## src/rtl/riscv_ctrl_pkg.sv

```systemverilog
// rtl/riscv_ctrl_pkg.sv - shared state, opcode and datapath-select encodings for the multi-cycle control FSM
package riscv_ctrl_pkg;

    typedef enum logic [3:0] {
        S_FETCH,
        S_DECODE,
        S_MEMADR,
        S_MEMREAD,
        S_MEMWB,
        S_MEMWRITE,
        S_EXECR,
        S_EXECI,
        S_ALUWB,
        S_BEQ,
        S_TRAP
    } state_t;

    localparam logic [6:0] OP_LOAD   = 7'b0000011;
    localparam logic [6:0] OP_STORE  = 7'b0100011;
    localparam logic [6:0] OP_RTYPE  = 7'b0110011;
    localparam logic [6:0] OP_ITYPE  = 7'b0010011;
    localparam logic [6:0] OP_BRANCH = 7'b1100011;

    localparam logic [1:0] IMM_I  = 2'b00;
    localparam logic [1:0] IMM_S  = 2'b01;
    localparam logic [1:0] IMM_SB = 2'b10;

    localparam logic [1:0] SRCA_PC    = 2'b00;
    localparam logic [1:0] SRCA_OLDPC = 2'b01;
    localparam logic [1:0] SRCA_RD1   = 2'b10;

    localparam logic [1:0] SRCB_RD2  = 2'b00;
    localparam logic [1:0] SRCB_IMM  = 2'b01;
    localparam logic [1:0] SRCB_FOUR = 2'b10;

    localparam logic [1:0] ALUOP_ADD   = 2'b00;
    localparam logic [1:0] ALUOP_SUB   = 2'b01;
    localparam logic [1:0] ALUOP_FUNCT = 2'b10;

    localparam logic [1:0] RES_ALUOUT    = 2'b00;
    localparam logic [1:0] RES_READDATA  = 2'b01;
    localparam logic [1:0] RES_ALURESULT = 2'b10;

endpackage

```

## src/rtl/ctrl_mem_timer.sv

```systemverilog
// rtl/ctrl_mem_timer.sv - wait-cycle counter that flags a memory access stuck past MEM_TIMEOUT cycles
module ctrl_mem_timer #(
    parameter int MEM_TIMEOUT = 16
) (
    input  logic i_clk,
    input  logic i_rst_n,
    input  logic i_clr,
    input  logic i_wait,
    output logic o_expire
);

    localparam int TW = $clog2(MEM_TIMEOUT);

    logic [TW-1:0] cnt_q, cnt_d;

    // Expiry is judged on the current wait cycle so a late ready still wins.
    assign o_expire = i_wait && (cnt_q == TW'(MEM_TIMEOUT - 1));

    always_comb begin
        cnt_d = cnt_q;
        if (i_clr) begin
            cnt_d = '0;
        end else if (i_wait) begin
            cnt_d = cnt_q + 1'b1;
        end
    end

    always_ff @(posedge i_clk) begin
        if (!i_rst_n) begin
            cnt_q <= '0;
        end else begin
            cnt_q <= cnt_d;
        end
    end

endmodule

```

## src/rtl/multicycle_ctrl_fsm.sv

```systemverilog
// rtl/multicycle_ctrl_fsm.sv - multi-cycle RV64 main control FSM with memory handshake, traps and retire counter
module multicycle_ctrl_fsm
    import riscv_ctrl_pkg::*;
#(
    parameter int OPCODE_WIDTH = 7,
    parameter int MEM_TIMEOUT  = 16,
    parameter int CNT_WIDTH    = 64
) (
    input  logic                    i_clk,
    input  logic                    i_rst_n,
    input  logic [OPCODE_WIDTH-1:0] i_opcode,
    input  logic                    i_zero,
    input  logic                    i_mem_ready,
    output logic                    o_mem_req,
    output logic                    o_AdrSrc,
    output logic                    o_IRWrite,
    output logic                    o_PCWrite,
    output logic                    o_MemWrite,
    output logic                    o_RegWrite,
    output logic                    o_Branch,
    output logic [1:0]              o_ImmSrc,
    output logic [1:0]              o_ALUSrcA,
    output logic [1:0]              o_ALUSrcB,
    output logic [1:0]              o_ALUOp,
    output logic [1:0]              o_ResultSrc,
    output logic                    o_fault,
    output logic                    o_fault_cause,
    output logic [CNT_WIDTH-1:0]    o_instret
);

    state_t                 state_q, state_d;
    logic                   cause_q, cause_d;
    logic [CNT_WIDTH-1:0]   instret_q;
    logic                   retire, expire, mem_state, is_store;
    logic                   mem_req, adr_src, ir_write, pc_write, mem_write, reg_write, branch, fault;
    logic [1:0]             imm_src, alu_src_a, alu_src_b, alu_op, result_src;

    // Kept apart from the main decode so the timer's expire input has no path back through it.
    assign mem_state = (state_q == S_FETCH) || (state_q == S_MEMREAD) || (state_q == S_MEMWRITE);
    assign is_store  = (i_opcode == OPCODE_WIDTH'(OP_STORE));

    ctrl_mem_timer #(.MEM_TIMEOUT(MEM_TIMEOUT)) u_timer (
        .i_clk    (i_clk),
        .i_rst_n  (i_rst_n),
        .i_clr    (state_d != state_q),
        .i_wait   (mem_state && !i_mem_ready),
        .o_expire (expire)
    );

    always_comb begin
        state_d    = state_q;
        cause_d    = cause_q;
        retire     = 1'b0;
        mem_req    = 1'b0;
        adr_src    = 1'b0;
        ir_write   = 1'b0;
        pc_write   = 1'b0;
        mem_write  = 1'b0;
        reg_write  = 1'b0;
        branch     = 1'b0;
        fault      = 1'b0;
        imm_src    = IMM_I;
        alu_src_a  = SRCA_PC;
        alu_src_b  = SRCB_RD2;
        alu_op     = ALUOP_ADD;
        result_src = RES_ALUOUT;
        case (state_q)
            S_FETCH: begin
                mem_req    = 1'b1;
                alu_src_b  = SRCB_FOUR;
                result_src = RES_ALURESULT;
                if (i_mem_ready) begin
                    ir_write = 1'b1;
                    pc_write = 1'b1;
                    state_d  = S_DECODE;
                end else if (expire) begin
                    cause_d = 1'b1;
                    state_d = S_TRAP;
                end
            end
            S_DECODE: begin
                alu_src_a = SRCA_OLDPC;
                alu_src_b = SRCB_IMM;
                imm_src   = IMM_SB;
                case (i_opcode)
                    OPCODE_WIDTH'(OP_LOAD),
                    OPCODE_WIDTH'(OP_STORE):  state_d = S_MEMADR;
                    OPCODE_WIDTH'(OP_RTYPE):  state_d = S_EXECR;
                    OPCODE_WIDTH'(OP_ITYPE):  state_d = S_EXECI;
                    OPCODE_WIDTH'(OP_BRANCH): state_d = S_BEQ;
                    default: begin
                        cause_d = 1'b0;
                        state_d = S_TRAP;
                    end
                endcase
            end
            S_MEMADR: begin
                alu_src_a = SRCA_RD1;
                alu_src_b = SRCB_IMM;
                imm_src   = is_store ? IMM_S : IMM_I;
                state_d   = is_store ? S_MEMWRITE : S_MEMREAD;
            end
            S_MEMREAD: begin
                mem_req = 1'b1;
                adr_src = 1'b1;
                if (i_mem_ready) begin
                    state_d = S_MEMWB;
                end else if (expire) begin
                    cause_d = 1'b1;
                    state_d = S_TRAP;
                end
            end
            S_MEMWB: begin
                result_src = RES_READDATA;
                reg_write  = 1'b1;
                retire     = 1'b1;
                state_d    = S_FETCH;
            end
            S_MEMWRITE: begin
                mem_req = 1'b1;
                adr_src = 1'b1;
                if (i_mem_ready) begin
                    mem_write = 1'b1;
                    retire    = 1'b1;
                    state_d   = S_FETCH;
                end else if (expire) begin
                    cause_d = 1'b1;
                    state_d = S_TRAP;
                end
            end
            S_EXECR: begin
                alu_src_a = SRCA_RD1;
                alu_src_b = SRCB_RD2;
                alu_op    = ALUOP_FUNCT;
                state_d   = S_ALUWB;
            end
            S_EXECI: begin
                alu_src_a = SRCA_RD1;
                alu_src_b = SRCB_IMM;
                alu_op    = ALUOP_FUNCT;
                imm_src   = IMM_I;
                state_d   = S_ALUWB;
            end
            S_ALUWB: begin
                result_src = RES_ALUOUT;
                reg_write  = 1'b1;
                retire     = 1'b1;
                state_d    = S_FETCH;
            end
            S_BEQ: begin
                alu_src_a  = SRCA_RD1;
                alu_src_b  = SRCB_RD2;
                alu_op     = ALUOP_SUB;
                imm_src    = IMM_SB;
                result_src = RES_ALUOUT;
                branch     = 1'b1;
                pc_write   = i_zero;
                retire     = 1'b1;
                state_d    = S_FETCH;
            end
            S_TRAP: begin
                fault   = 1'b1;
                state_d = S_FETCH;
            end
            default: state_d = S_FETCH;
        endcase
    end

    always_ff @(posedge i_clk) begin
        if (!i_rst_n) begin
            state_q   <= S_FETCH;
            cause_q   <= 1'b0;
            instret_q <= '0;
        end else begin
            state_q <= state_d;
            cause_q <= cause_d;
            if (retire) begin
                instret_q <= instret_q + CNT_WIDTH'(1);
            end
        end
    end

    // Every output is forced low while reset is asserted, aborting any access in flight.
    assign o_mem_req     = i_rst_n & mem_req;
    assign o_AdrSrc      = i_rst_n & adr_src;
    assign o_IRWrite     = i_rst_n & ir_write;
    assign o_PCWrite     = i_rst_n & pc_write;
    assign o_MemWrite    = i_rst_n & mem_write;
    assign o_RegWrite    = i_rst_n & reg_write;
    assign o_Branch      = i_rst_n & branch;
    assign o_ImmSrc      = i_rst_n ? imm_src    : 2'b00;
    assign o_ALUSrcA     = i_rst_n ? alu_src_a  : 2'b00;
    assign o_ALUSrcB     = i_rst_n ? alu_src_b  : 2'b00;
    assign o_ALUOp       = i_rst_n ? alu_op     : 2'b00;
    assign o_ResultSrc   = i_rst_n ? result_src : 2'b00;
    assign o_fault       = i_rst_n & fault;
    assign o_fault_cause = i_rst_n & fault & cause_q;
    assign o_instret     = i_rst_n ? instret_q : '0;

endmodule

```

## config.mk

```make
export PLATFORM = sky130hd
export DESIGN_NAME = multicycle_ctrl_fsm
export DESIGN_NICKNAME = d
export VERILOG_FILES = /design/src/rtl/riscv_ctrl_pkg.sv /design/src/rtl/ctrl_mem_timer.sv /design/src/rtl/multicycle_ctrl_fsm.sv
export SDC_FILE = /design/constraint.sdc
export NUM_CORES = 1
export LEC_CHECK = 0
export BUFFER_PORTS_ARGS = -buffer_cell sky130_fd_sc_hd__buf_4
export CAP_MARGIN = 15
export CORE_ASPECT_RATIO = 1.75
export CORE_MARGIN = 5
export CORE_UTILIZATION = 34
export DETAILED_ROUTE_END_ITERATION = 10
export SETUP_SLACK_MARGIN = 0.3
export SKIP_LAST_GASP = 1
export SYNTH_ARGS = -nofsm -noshare
export SYNTH_HDL_FRONTEND = slang
export SYNTH_SLANG_ARGS = --single-unit
```

## constraint.sdc

```tcl
create_clock -name i_clk -period 3.81 [get_ports i_clk]
set_input_delay 0 -clock i_clk [delete_from_list [all_inputs] [get_ports i_clk]]
set_output_delay 0 -clock i_clk [all_outputs]
set_load 0.01 [all_outputs]
```

==> results of run 1 <==
==> kinds of logic (layout without fill, tap and decap cells) <==
kind of cell,after synthesis,after routing,synth area share [%]
AND/OR/NAND/NOR,300,300,40.2
AO/OA/AOI/OAI,127,127,16.9
flip-flops,73,73,33.7
buffers and inverters,48,126,4.27
XOR/XNOR,18,18,3.64
multiplexers,3,3,0.721
adder cells (fa/ha/maj),2,2,0.577
==> worst reg2reg max path, delay by kind of cell, from the launching register on <==
| kind | cells | cell delay (ns) |
|---|---|---|
| AOI/OAI and AO/OA | 2 | 0.36 |
| buffers and inverters | 1 | 0.24 |
| DFF | 1 | 0.65 |
| and+or+nand+nor | 3 | 1.55 |
==> cell usage in the layout (no fill, tap or decap), drive strengths merged, types with 24 or more instances in the layout <==
master	count
buf	98
dfxtp	73
and2	60
a21oi	59
nor2	48
nand2	34
o21ai	33
or3	29
nand4	24
==> power by group <==
group	total, mW	leakage [nW]	internal (mW)	switching, mW
Combinational	0.230	1.21	0.0980	0.133
Sequential	0.805	0.588	0.774	0.0307
Clock	1.04	0.175	0.720	0.324
==> final cells by class <==
cell class | instances | area share [%]
tap | 168 | 3.81
clock buffer | 10 | 4.33
multi-input combinational | 450 | 48.8
clock inverter | 5 | 2.32
sequential | 73 | 26.5
timing repair buffer | 98 | 13.3
inverter | 13 | 0.885
==> worst max-delay path by stage <==
| stage | cells past startpoint | slack (ns) | from | endpoint |
|---|---|---|---|---|
| global placement | 6 | 1.08 | state_q[2] | instret_q[40] |
| CTS | 6 | 0.97 | state_q[2] | instret_q[58] |
| global route | 6 | 0.68 | state_q[2] | instret_q[52] |
| detailed placement | 6 | 0.99 | state_q[2] | instret_q[58] |
| finish | 6 | 0.93 | state_q[2] | instret_q[58] |
| floorplan | 6 | 1.80 | instret_q[26] | instret_q[61] |
==> layer usage <==
layer / share of wire, % / up-vias
li1: - / 2220
met1: 39 / 2124
met2: 54 / 102
met3: 3.6 / 27
met4: 3.1 / 0
met5: 0 / -
==> sequential cells by signal, summed over array words and instances (netlist names) <==
register,count
cause_q,1
instret_q,64
state_q,4
u_timer.cnt_q,4
==> per-stage QoR <==
step / setup WS (ns) / instance area [µm²] / util (%)
4_1_cts: 0.968 / 5510 / 44.1
6_report: 0.933 / 5510 / 44.1
3_3_place_gp: 1.08 / 5150 / 41.2
3_5_place_dp: 0.995 / 5150 / 41.2
5_1_grt: 0.677 / 5510 / 44.1
2_1_floorplan: 1.80 / 4340 / -
==> metrics.md, run 1 <==
| Metric | Value |
|---|---|
| Run status | finished clean |
| Maximum clock frequency | ~0.35 GHz |
| Warnings, synthesis | 0 |
| Rel. slew slack | about two fifths |
| Final Hold Viols | 0 |
| CP cell instances | nand2b_1 -> o21ai_1 -> buf_4 -> nand3_1 -> or4_1 -> a21oi_1 |
| Yosys cell types | 52 |
| Synth top area share | 33.7% |
| Final Non-Filler Cells | ~820 |
| First-pass GRT wire length | roughly 20 mm |
| LEAKAGE | just under 2 nW |
| IO buf count | 93 |
| Slew Limit Fails | 0 |
| Via density | ~5.5 |
| Buf/Inv on CP | 1 |
| Hold Path Stages | 4 |
| R2R Setup Slk | a little over 0.9 ns |
| Fin crit share | between 70% and 80% |
| Worst min path class | input port to register |
| RSZ-0062 raised after global routing | no |
| P&R area growth vs syn | 27.1% |
| DRT iter0 DRCs | 248 |
| Clock Sinks | 73 |
| Via count | 4473 |
| # Post-CTS Setup Buffers | 0 |
| Drt wl/cell | roughly 15 µm |
| Setup TNS | 0 ns |
| Fillers | about 1300 |
| GRT met3 Usage | under 10% |
| Max-cap viol count | 0 |
| Number of synthesized flops with an enable pin | 0 |
| Met1 Use GR | roughly 18% |
| Starting Density | between 30% and 40% |
| CTS Buf Count | 9 |
| Initial antenna violation count | 0 |
| Min cycle time layout | ~2.9 ns |
| DRT Pass-1 Iters | 4 |
| Slowest CP cell | or4_1 |
| FF+latch count, synth | 73 |
| Critical path class | register to register |
| Top post-synthesis cells by area | dfxtp_1 34%, and2_1 8.7%, a21oi_1 6.8% |
| WP data arrival | roughly 3.1 ns |
| Skew-Pair Late Insertion Delay | about 0.34 ns |
| Post-route ant nets | 0 |
| Fin nets | 658 |
| Multi-input logic area | 0.00269 mm² |
| Syn_nets | about 580 |
| CTS tree | done |
| Syn Inst Count | 571 |
| CTS H-tree depth | 3 |
| Setup-failing EPs final | 0 |
| Crit-path max FO | 26 |
| CP peak stage delay | slightly above 0.7 ns |
| GR Util met2 | approximately 30% |
| # DRC | 0 |
| Die width | 95.4 µm |
| Final Total Pwr | between 2 and 2.5 mW |
| Critical path required time | roughly 4 ns |
| DP HPWL | 9.19 mm |
| Max IR drop VDD | approximately 0.00024 V |
| Io pins | 94 |
| Post-Place Cells | 802 |
| Min Hold Slack | ~0.075 ns |
| R2R cell count | 6 |
| Fraction of synthesis flops using an asynchronous set or reset pin | 0% |
| Clock Path Buffers | 2 |
| Mapped cell area | about 0.0043 mm² |
| Capture point of the worst reg-to-reg path | instret_q[58] |
| Hold Crit Start | i_mem_ready |
| PD cells | 377 mW/mm² |
| PostCTS Resize Cnt | 0 |
| Busiest grt layer | met2 |
| Sequential fraction of the synthesis area | 33.7% |
| Worst Setup End Kind | register |
| Clock root buffer | clkbuf_16 |
| GRT overflow | 0 |
| Number of inserted diodes | 0 |
| Crit path max-delay family | simple AND/OR/NAND/NOR gates |
| Die Y | between 150 and 200 µm |
| Count leader, synth | dfxtp_1 |
| Clock transition at path regs | 0.06 ns |
| Die area | ~0.015 mm² |
| Cts hold-fix bufs | 0 |
| Area leader, netlist | dfxtp_1 |
| Mean Syn Cell Area | ~7.6 µm² |
| Largest net degree at the start of global routing | 64 |
| Core area | around 0.012 mm² |
| Clock skew | roughly 0.008 ns |
| WL final | around 13 mm |
| Row count | 54 |
| Routability Congestion | 0.869 |
| Commonest cells post-synth | 73 x dfxtp_1, 60 x and2_1, 59 x a21oi_1 |
| Worst hold endpoint | state_q[0] |
| Startpoint types | register |
| Worst reg2reg startpoint | state_q[2] |
| Vias in the first global route | roughly 4200 |
| Register area | between 0.001 and 0.0015 mm² |
| Gr usage total | 16.4% |
| Prevailing post-synth register cell | dfxtp_1 |
| Share of layout cells above drive strength 1 | between 15 and 20% |
| Pin slew with the least headroom to its limit | roughly 0.87 ns |
Note: power is estimated with default switching activity, not from simulation.
==> inputs of run 2 (changes only) <==
==> constraint.sdc (replaced) <==
create_clock -name i_clk -period 3 [get_ports i_clk]
set_input_delay 0 -clock i_clk [delete_from_list [all_inputs] [get_ports i_clk]]
set_output_delay 0 -clock i_clk [all_outputs]
set_load 0.01 [all_outputs]
==> run 2 against run 1 <==
Sequential cell count did not move. Core utilization down 0.25 points. Critical path depth down 1. Final cell count increased by 0.49%. Routed wire length shrank 0.49%. Register-to-register slack lost 0.37 ns. Fmax is 18% higher. Clock power rose by 6%. Die area did not move. First-iteration DRC count decreased by 8.1%. Sequential power up 25%. Clock-buffer cell count rose by 2. Largest cell class unchanged.
==> metrics.md, run 2 (synthesized netlist as in run 1, its figures left out) <==
| Metric | Value |
|---|---|
| RSZ-0062 raised after global routing | no |
| Maximum clock frequency | 0.410 GHz (+18%) |
| Clock root buffer | clkbuf_16 |
| Starting Density | 34.7% (unchanged) |
| Min cycle time layout | 2.44 ns (-0.438 ns) |
| Via density | 5.44 (-0.64%) |
| Die width | 95.4 µm (unchanged) |
| LEAKAGE | 1.96 nW (-0.57%) |
| Number of inserted diodes | 0 (unchanged) |
| CP cell instances | nand4_2 -> nor4_2 -> nand2_1 -> or4_1 -> a21oi_1 |
| Clock skew | 0.00748 ns (-0.000420 ns) |
| Rel. slew slack | 31.5% (-10 points) |
| Initial antenna violation count | 0 (unchanged) |
| Fillers | 1277 (-0.85%) |
| Run status | finished clean |
| Via count | 4466 (-0.16%) |
| Worst min path class | input port to register |
| Die area | 0.0152 mm² (unchanged) |
| Max reg flops | 64 (unchanged) |
| Io pins | 94 (unchanged) |
| Max IR drop VDD | 0.000274 V (+13%) |
| Buf/Inv on CP | 0 (-1) |
| Post-route ant nets | 0 (unchanged) |
| Largest net degree at the start of global routing | 64 (unchanged) |
| Final Total Pwr | 2.42 mW (+16%) |
| Most common cell after layout, fill and taps aside | buf_4 |
| # DRC | 0 (unchanged) |
| Critical path class | register to register |
| Skew-Pair Late Insertion Delay | 0.33 ns (about the same) |
| Drt wl/cell | 15.3 µm (-0.98%) |
| Gr usage total | 16.7% (+0.27 points) |
| Row count | 54 (unchanged) |
| First-pass GRT wire length | 20.8 mm (+2.5%) |
| WL final | 12.6 mm (-0.49%) |
| Top flop regs | instret_q (64), state_q (4), u_timer.cnt_q (4) |
| P&R area growth vs syn | 26.4% |
| Crit path max-delay family | simple AND/OR/NAND/NOR gates |
| CTS tree | done |
| Most frequent cells in the layout | 101 x buf_4, 73 x dfxtp_1, 60 x and2_1, 59 x a21oi_1, 48 x nor2_1 |
| Clock transition at path regs | 0.06 ns (about the same) |
| DP HPWL | 9.24 mm (+0.55%) |
| Reg with most FFs | instret_q |
| Crit-path max FO | 12 (-54%) |
| PD cells | 442 mW/mm² (+17%) |
| Min Hold Slack | 0.0667 ns (-0.00783 ns) |
| Pin slew with the least headroom to its limit | 1.03 ns (+0.155 ns) |
| Vias in the first global route | 4384 (+3.4%) |
| Routability Congestion | 0.894 (+2.9%) |
| Fin nets | 661 (+0.46%) |
| WP data arrival | 2.71 ns (-0.42 ns) |
| Share of layout cells above drive strength 1 | 20.4% (+0.49 points) |
| Clock Path Buffers | 2 (unchanged) |
| GRT overflow | 0 (unchanged) |
| Cts hold-fix bufs | 0 (unchanged) |
| DRT iter0 DRCs | 228 (-8.1%) |
| Max-cap viol count | 0 (unchanged) |
| CTS Buf Count | 9 (unchanged) |
| Setup TNS | 0 ns (unchanged) |
| Slowest CP cell | nor4_2 |
| DRT Pass-1 Iters | 5 (+1) |
| Core area | 0.0125 mm² (unchanged) |
| Clock Sinks | 73 (unchanged) |
| Critical path required time | 3.27 ns (-0.80 ns) |
| Final Hold Viols | 0 (unchanged) |
| Startpoint types | register |
| Fin crit share | 81.3% (+5.8 points) |
| Die Y | 159 µm (unchanged) |
| CTS H-tree depth | 3 (unchanged) |
| Worst Setup End Kind | register |
| IO buf count | 93 (unchanged) |
| CP peak stage delay | 0.68 ns (-0.04 ns) |
| Slew Limit Fails | 0 (unchanged) |
| Setup-failing EPs final | 0 (unchanged) |
-- run 2: cell count changes in the layout (fill, tap and decap cells not counted) --
cell / delta
buf_4: +3
bufinv_16: -3
clkbuf_1: +1
clkbuf_8: +1
clkinv_2: +1
clkinv_4: +1
nand3_1: -1
nand3_2: +1
-- run 2: report_power, final --
| group | internal, mW | total, mW | switching [mW] |
|---|---|---|---|
| clock | 0.689 | 1.10 | 0.412 |
| combinational | 0.127 | 0.308 | 0.180 |
| sequential | 0.983 | 1.01 | 0.0294 |
| total | 1.80 | 2.42 | 0.622 |
-- run 2: per-stage QoR --
step	instances	utilization (%)	setup WS, ns	area [µm²]
after floorplan	571	-	0.992	4340
after global placement	805	41.4	0.612	5170
after detailed placement	805	41.4	0.496	5170
after CTS	821	43.8	0.462	5480
after global routing	821	43.9	0.351	5480
final	821	43.9	0.561	5480
-- run 2: worst paths after layout --
| path | cells past startpoint | endpoint | slack (ns) | from |
|---|---|---|---|---|
| min | 4 | state_q[0] | 0.07 | i_mem_ready |
| min reg2reg | 2 | instret_q[29] | 0.49 | instret_q[29] |
| max | 5 | instret_q[58] | 0.56 | instret_q[32] |
| max reg2reg | 5 | instret_q[58] | 0.56 | instret_q[32] |
-- run 2: tightest hold or removal path: stages --
cell and delay (ns):
buf_4 0.14, o31ai_1 0.08, nand2b_1 0.07, a21oi_1 0.06
-- run 2: layout make-up --
cell class	count	area [µm²]	share of cell area, %
Sequential cell	73	1460	26.7
Tap cell	168	210	3.83
Multi-Input combinational cell	450	2700	49.2
Timing Repair Buffer	101	758	13.8
Clock buffer	12	256	4.68
Inverter	13	48.8	0.890
Clock inverter	4	51.3	0.936
-- run 2: per-layer routing --
metal  wire [µm]  part of all wire, %  GRT usage (%)  vias to the layer above
met3         468                  3.7           3.12                       24
met4         340                  2.7           6.61                        0
met1        4920                   39           18.5                     2105
met5           0                    0              0                        -
li1            -                    -              -                     2230
met2        6820                   54           30.5                      107
-- run 2: timing repair --
action,4_1_cts,5_1_grt
setup buffers,0,0
gates resized for setup,0,1
setup endpoints to repair,0,3
